--- src/rtl/change_dispenser.sv ---
// Change dispenser: splits a Q1 (0.5-yuan unit) amount into 5 / 1 / 0.5 yuan coins,
// ejects them one at a time over a req/ack handshake and keeps the coin-tube inventory.
module change_dispenser #(
  parameter int CNT_W       = 6,
  parameter int INIT_CNT    = 20,
  parameter int CNT_MAX     = 63,
  parameter int ACK_TIMEOUT = 255
) (
  input  logic             clk,
  input  logic             rst,
  input  logic             start,
  input  logic [5:0]       amount,
  input  logic             coin_in,
  input  logic [1:0]       coin_in_type,
  input  logic             refill,
  output logic             eject_req,
  output logic [1:0]       eject_type,
  input  logic             eject_ack,
  output logic             busy,
  output logic             done,
  output logic             short,
  output logic [5:0]       remain,
  output logic [2:0]       jam,
  output logic [CNT_W-1:0] cnt_half,
  output logic [CNT_W-1:0] cnt_one,
  output logic [CNT_W-1:0] cnt_five
);

  localparam int TW = $clog2(ACK_TIMEOUT + 1);

  typedef enum logic [1:0] {S_IDLE, S_SELECT, S_EJECT, S_FINISH} state_t;

  state_t                      state_q;
  logic [5:0]                  rem_q;
  logic [TW-1:0]               tmr_q;
  logic                        req_q, busy_q, done_q, short_q;
  logic [5:0]                  remain_q;
  logic [1:0]                  type_q;
  logic [2:0]                  jam_q;
  logic [2:0][CNT_W-1:0]       cnt_q;

  logic                        pick_vld;
  logic [1:0]                  pick_type;
  logic [5:0]                  cur_val;
  logic [2:0]                  type_oh, inc, dec;
  logic                        ack_ev, tmo_ev;

  // Greedy pick: only a coin whose value fits in rem is eligible, so rem never underflows.
  always_comb begin
    pick_vld  = 1'b0;
    pick_type = 2'b00;
    if (rem_q >= 6'd10 && cnt_q[2] != '0 && !jam_q[2]) begin
      pick_vld  = 1'b1;
      pick_type = 2'b10;
    end else if (rem_q >= 6'd2 && cnt_q[1] != '0 && !jam_q[1]) begin
      pick_vld  = 1'b1;
      pick_type = 2'b01;
    end else if (rem_q >= 6'd1 && cnt_q[0] != '0 && !jam_q[0]) begin
      pick_vld  = 1'b1;
      pick_type = 2'b00;
    end
  end

  always_comb begin
    case (type_q)
      2'b10:   cur_val = 6'd10;
      2'b01:   cur_val = 6'd2;
      default: cur_val = 6'd1;
    endcase
  end

  assign type_oh = 3'b001 << type_q;
  assign ack_ev  = req_q && eject_ack;
  assign tmo_ev  = req_q && !eject_ack && (tmr_q == TW'(ACK_TIMEOUT - 1));
  assign inc     = (coin_in && coin_in_type != 2'b11) ? (3'b001 << coin_in_type) : 3'b000;
  assign dec     = ack_ev ? type_oh : 3'b000;

  always_ff @(posedge clk) begin
    if (rst) begin
      state_q  <= S_IDLE;
      rem_q    <= '0;
      tmr_q    <= '0;
      req_q    <= 1'b0;
      busy_q   <= 1'b0;
      done_q   <= 1'b0;
      short_q  <= 1'b0;
      remain_q <= '0;
      type_q   <= 2'b00;
    end else begin
      done_q <= 1'b0;
      case (state_q)
        S_IDLE: if (start) begin
          rem_q   <= amount;
          short_q <= 1'b0;
          busy_q  <= 1'b1;
          state_q <= S_SELECT;
        end
        S_SELECT: if (pick_vld) begin
          type_q  <= pick_type;
          tmr_q   <= '0;
          req_q   <= 1'b1;
          state_q <= S_EJECT;
        end else begin
          // Completion outputs are registered so they appear during the FINISH cycle.
          done_q   <= 1'b1;
          busy_q   <= 1'b0;
          short_q  <= (rem_q != '0);
          remain_q <= rem_q;
          state_q  <= S_FINISH;
        end
        S_EJECT: if (ack_ev) begin
          rem_q   <= rem_q - cur_val;
          req_q   <= 1'b0;
          state_q <= S_SELECT;
        end else if (tmo_ev) begin
          req_q   <= 1'b0;
          state_q <= S_SELECT;
        end else begin
          tmr_q <= tmr_q + 1'b1;
        end
        default: state_q <= S_IDLE;
      endcase
    end
  end

  always_ff @(posedge clk) begin
    if (rst || refill)  jam_q <= '0;
    else if (tmo_ev)    jam_q <= jam_q | type_oh;
  end

  // Coin in and coin out on the same tube in one cycle cancel out.
  always_ff @(posedge clk) begin
    for (int i = 0; i < 3; i++) begin
      if (rst || refill) begin
        cnt_q[i] <= CNT_W'(INIT_CNT);
      end else if (inc[i] && !dec[i]) begin
        if (cnt_q[i] != CNT_W'(CNT_MAX)) cnt_q[i] <= cnt_q[i] + 1'b1;
      end else if (dec[i] && !inc[i] && cnt_q[i] != '0) begin
        cnt_q[i] <= cnt_q[i] - 1'b1;
      end
    end
  end

  assign eject_req  = req_q;
  assign eject_type = type_q;
  assign busy       = busy_q;
  assign done       = done_q;
  assign short      = short_q;
  assign remain     = remain_q;
  assign jam        = jam_q;
  assign cnt_half   = cnt_q[0];
  assign cnt_one    = cnt_q[1];
  assign cnt_five   = cnt_q[2];

endmodule

--- config.mk ---
export PLATFORM = sky130hd
export DESIGN_NAME = change_dispenser
export DESIGN_NICKNAME = d
export VERILOG_FILES = /design/src/rtl/change_dispenser.sv
export SDC_FILE = /design/constraint.sdc
export NUM_CORES = 1
export LEC_CHECK = 0
export BUFFER_PORTS_ARGS = -buffer_cell sky130_fd_sc_hd__buf_2
export CAP_MARGIN = 20
export CELL_PAD_IN_SITES_DETAIL_PLACEMENT = 1
export CELL_PAD_IN_SITES_GLOBAL_PLACEMENT = 2
export CORE_MARGIN = 8
export CORE_UTILIZATION = 33
export CTS_CLUSTER_DIAMETER = 150
export DETAILED_ROUTE_END_ITERATION = 10
export GPL_ROUTABILITY_DRIVEN = 0
export PLACE_DENSITY = 0.81
export SLEW_MARGIN = 20
export SYNTH_ARGS = -nofsm -noshare
export SYNTH_HDL_FRONTEND = slang
export SYNTH_SLANG_ARGS = --single-unit
--- constraint.sdc ---
create_clock -name clk -period 2.7 [get_ports clk]
set_input_delay 0.54 -clock clk [delete_from_list [all_inputs] [get_ports clk]]
set_output_delay 0.54 -clock clk [all_outputs]
set_load 0.01 [all_outputs]
After elaboration in Yosys (flattened, before gate mapping):

Cells that the tools add are included.
W data, S select, Z words.

* add/sub/neg operators: 8
* multiply operators: 0
* equality and inequality tests: 19
* magnitude comparators: 3
* div/mod/pow operators: 0
* mux-type cells: 40
* bitwise operators: 3
* reduce and logical (&&, ||, !) cells: 52
* shift operators: 2

Operator list (number)
* $mux W6: 11
* $mux W8: 3
* $reduce_bool A6 Y1: 4
* $logic_and A1 B1 Y1: 19
* $add A6 B1 Y6 const B: 3
* $ne A6 B6 Y1 const B: 3
* $sub A6 B1 Y6 const B: 3
* $pmux W8 S2: 1
* $ne A2 B2 Y1 const B: 7
* $mux W1: 13
* $pmux W6 S2: 1
* $reduce_and A2 Y1: 6
* $reduce_bool A2 Y1: 6
* $logic_not A1 Y1: 10
* $reduce_and A3 Y1: 3
* $add A8 B1 Y8 const B: 1
* $eq A8 B8 Y1 const B: 1
* $mux W2: 4
* $pmux W4 S2: 1
* $ge A6 B1 Y1 const B: 1
* $ge A6 B2 Y1 const B: 1
* $ge A6 B4 Y1 const B: 1
* $mux W3: 2
* $ne A2 B1 Y1 const B: 3
* other kinds (13): 19

* bits of input ports: 14
* RAM bits: 0
* latch bits: 0
* logic and storage cells: 140
* output and inout port bits: 33
* memory bits (read-only): 0
* memories: 0
* register bits after elaboration: 49

Longest topological paths before layout:

* word-level depth: 8
* mapped depth: 11

Worst setup path before layout:

OpenSTA, ideal clock, no wires.

* path kind: input port to flip-flop
* start: in coin_in_type[1]
* end: reg cnt_q, in the netlist cnt_half[5]
* buffers on the path: 0
* arrival: 2.058 ns
* stages: 8
* slack: 0.584 ns
* path through: nor3b_1 > nand2_1 > ha_1 > a211oi_1 > o21bai_1 > a21o_1 > a21o_1 > nand2_1

* cells in the longest elaborated chain, start to end: 8
* elaborated cells on any way between the ends: 12
* classes of those cells: eq/ne (2); shift (1); mux (2); reduce/logical (7)

RTL lines
* from (decl): RTL line 14 `input logic [1:0] coin_in_type,`
* $ne A2 B2 Y1: RTL line 75 `assign inc = (coin_in && coin_in_type != 2'b11) ? (3'b001 << coin_in_type) : 3'b000;`
* $logic_and A1 B1 Y1: RTL line 75
* $mux W3 *: RTL line 75
* $logic_not A1 Y1: RTL line 138 `end else if (dec[i] && !inc[i] && cnt_q[i] != '0) begin`
* $logic_and A1 B1 Y1 (2 in series): RTL line 138
* $reduce_bool A2 Y1 (no line)
* $reduce_and A2 Y1 (no line)
* to (signal, indexed assignment): RTL line 135 `cnt_q[i] <= CNT_W'(INIT_CNT);`
* to (signal, indexed assignment): RTL line 139 `cnt_q[i] <= cnt_q[i] - 1'b1;`
* to (decl): RTL line 40 `logic [2:0][CNT_W-1:0] cnt_q;`

Mark *: on every way between the ends. The rest lies on a longest branch, timed or not.
A chain may end at the register's enable or synchronous reset.

Worst setup path after layout:

* start: reg type_q[0], in the netlist eject_type[0]
* end: reg cnt_q, in the netlist cnt_five[5]

* cells in the longest elaborated chain, start to end: 6
* elaborated cells on any way between the ends: 10
* classes of those cells: eq/ne (1); shift (1); mux (2); reduce/logical (6)

RTL lines
* from (decl): RTL line 38 `logic [1:0] type_q;`
* from (signal assigned): RTL line 99 `type_q <= pick_type;`
* $shl A1 B2 Y3 *: RTL line 72 `assign type_oh = 3'b001 << type_q;`
* $mux W3 *: RTL line 76 `assign dec = ack_ev ? type_oh : 3'b000;`
* $logic_not A1 Y1 or $logic_and A1 B1 Y1 (tied branches): RTL line 136, 138
* $logic_and A1 B1 Y1 (on tied branches): RTL line 136, 138
* $ne A2 B1 Y1 (no line) or $reduce_bool A2 Y1 (tied branches)
* $reduce_and A2 Y1 (no line)

Marks and branches as above.

==> summary.txt <==
WL/cell: 16.1 microns
TritonCTS clock tree: built
CP cell instances: inv_1 > ha_1 > nand3_1 > nand2_1 > ha_1 > a211oi_1 > o21bai_1 > a21o_1 > a21o_1 > nand2_1
Grt ovf: 0
Die X: 109 microns
Arr. time, crit path: 2.62 ns
Synthesis-to-layout area growth: 15.0%
Syn Area/Cell: 8.34 sq um
Primary FF master, synth: dfxtp_1
Leak: 1.38 nW
Cells on worst reg2reg path: 10
Synth cell types: 45
CP max-delay cell: dfxtp_1
R2R Path Start: eject_type[0]$_SDFFE_PP0P_
Skew final: 0.0131 ns
Status: finished clean
Clock sink count: 49
Setup ws final: 0.342 ns
Capture point of the worst reg-to-reg path: cnt_five[5]$_SDFFE_PP0P_
Sum Neg Setup Slack: 0 ns
Final period utilization: 87.3%
Slew margin rel.: 51.4%
Synth Cell Area: 2880 sq um
IO Pins: 47
Final setup viols: 0
Syn_nets: 383
Initial DRT Pass Iterations: 4
Peak per-stage delay on the critical path: 0.39 ns
Clk_lat worst skew: 0.31 ns
Final ANT Viol Nets: 0
RSZ-0062 raised after global routing: false
Die height: 109 microns
CP max FO: 5
Top-area cell type share of the netlist area: 34.1%
Clk slew on worst S/H paths: 0.11 ns
Fillers: 1077
H-tree Lvls: 2
Post-synthesis cell count: 345
Vias per cell: 5.46
Commonest cells after routing, fill and taps aside: 49 x dfxtp_1, 46 x buf_2, 34 x nand2_1, 29 x nand3_1, 26 x nor2_1
Ant diodes: 0
Post-cts sizing count: 0
First-pass GRT wire length: 13.7 mm
Hpwl dp: 6.29 mm
Die area: 12000 sq um
Hold path cells: 3
Clock root cell: clkbuf_8
Vias in the first global route: 2809
Worst Hold Class: in -> reg
Initial Util: 33.5%
Nets: 429
Layout cell share with drive strength beyond 1: 15.3%
Worst slew pin tran: 0.726 ns
Via count: 2730
Row count: 34
#FFs+latches synth: 49
Clock buffer count from CTS: 5
Core area: 8590 sq um
Fmax: 424 MHz
Setup CP Type: reg -> reg
Max rail drop VDD: 220 uV
IO Port Bufs: 46
Hold Startpoint: refill
Crit path time final: 2.36 ns
Post-CTS Setup Bufs: 0
MaxCap Viol Count: 0
DRC errors left: 0
Top post-synthesis cells by area: dfxtp_1 34%, ha_1 8.7%, nand3_1 5.0%
Leading area contributor after synthesis: dfxtp_1
Initial antenna violation count: 0
Hold_buf cts: 0
PwrDens: 518 nW/um^2
Drt first-iter violations: 73
Drt total wl: 8.06 mm
WP buf/inv: 1
Req. time, crit path: 2.96 ns
Fraction of registers with async set/reset: 0%
Slew Limit Fails: 0
Hold slack: 0.468 ns
Synth warn: 0
CP Launch Type: flip-flop
Post-synth EDFFs: 0
End point of the worst hold path: cnt_one[2]$_SDFFE_PP1P_
Largest net degree at the start of global routing: 20
Commonest non-fill, non-tap cell in the layout: dfxtp_1
Seq/Total Area, Yosys: 34.1%
Hold Violations, Final: 0
Nature of the critical path endpoint: flip-flop
Delay-heaviest family, CP: compound AO/OA/AOI/OAI gates
Worst Setup SP: eject_type[0]$_SDFFE_PP0P_
Pre-CTS setup slack: 0.240 ns
Reg-to-reg slack, setup: 0.34 ns
Clock buffer depth: 2
Tot GR Track Use: 14.0%
synthesized netlist by cell type (all sizes together), types with 5 or more instances:
cell type,count
or3,7
xnor2,8
a21o,15
nor2b,5
nand4,5
dfxtp,49
a22o,8
nand2,34
ha,20
inv,15
nor3,7
clkbuf,7
nor2,26
o21ai,15
a21oi,24
a211o,6
o211ai,8
nand3,29
where the power goes:
group	total [mW]	leakage [nW]	switching (mW)	internal, mW
sequential	0.813	0.398	0.0516	0.761
combinational	0.440	0.943	0.261	0.179
clock	0.461	0.0364	0.279	0.183
total	1.71	1.38	0.591	1.12
worst max path at each step:
stage,to,slack [ns],cells past startpoint
global route,rem_q[4]$_SDFFE_PP0P_,0.17,11
floorplan,cnt_half[5]$_SDFFE_PP0P_,0.58,8
global placement,cnt_half[5]$_SDFFE_PP0P_,0.34,9
CTS,rem_q[4]$_SDFFE_PP0P_,0.35,11
finish,cnt_five[5]$_SDFFE_PP0P_,0.34,10
detailed placement,cnt_half[5]$_SDFFE_PP0P_,0.24,9
cell type report:
type | instances | area [sq um] | share of cell area [%]
Multi-Input combinational cell | 271 | 1790 | 54.2
Tap cell | 108 | 135 | 4.08
Sequential cell | 49 | 981 | 29.6
Clock inverter | 3 | 22.5 | 0.681
Timing Repair Buffer | 49 | 253 | 7.64
Clock buffer | 5 | 68.8 | 2.08
Inverter | 15 | 56.3 | 1.70
kinds of logic after synthesis:
group	after synthesis	synth area share (%)
and+or+nand+nor	132	22.7
AOI/OAI and AO/OA	100	23.4
DFF	49	34.1
buffers and inverters	25	3.61
adders and majority gates	24	11.5
xor gates and xnor gates	11	3.35
muxes	4	1.39
tightest hold or removal path: cells and delay by family:
| family | cells | cell delay, ns |
|---|---|---|
| buffers and inverters | 1 | 0.10 |
| and+or+nand+nor | 2 | 0.11 |
state kept, by name, indices dropped and copies added (netlist names):
name / count
busy: 1
cnt_five: 6
cnt_half: 6
cnt_one: 6
done: 1
eject_req: 1
eject_type: 2
jam: 3
rem_q: 6
remain: 6
short: 1
state_q: 2
tmr_q: 8
metrics by stage:
step | cell area [sq um] | instances | util (%) | power [mW]
floorplan | 2880 | 345 | - | 1.14
global placement | 3220 | 492 | 37.4 | 1.26
detailed placement | 3220 | 492 | 37.4 | 1.28
CTS | 3310 | 500 | 38.5 | 1.74
global route | 3310 | 500 | 38.5 | 1.83
finish | 3310 | 500 | 38.5 | 1.71
per-layer routing:
metal,routed length [microns],track usage [%],vias up
met2,3780,23.7,36
met4,91,3.95,0
met3,262,2.64,6
li1,-,-,1360
met5,0,0,-
met1,3920,17.8,1328
No activity file was read; power rests on OpenSTA's default activity.
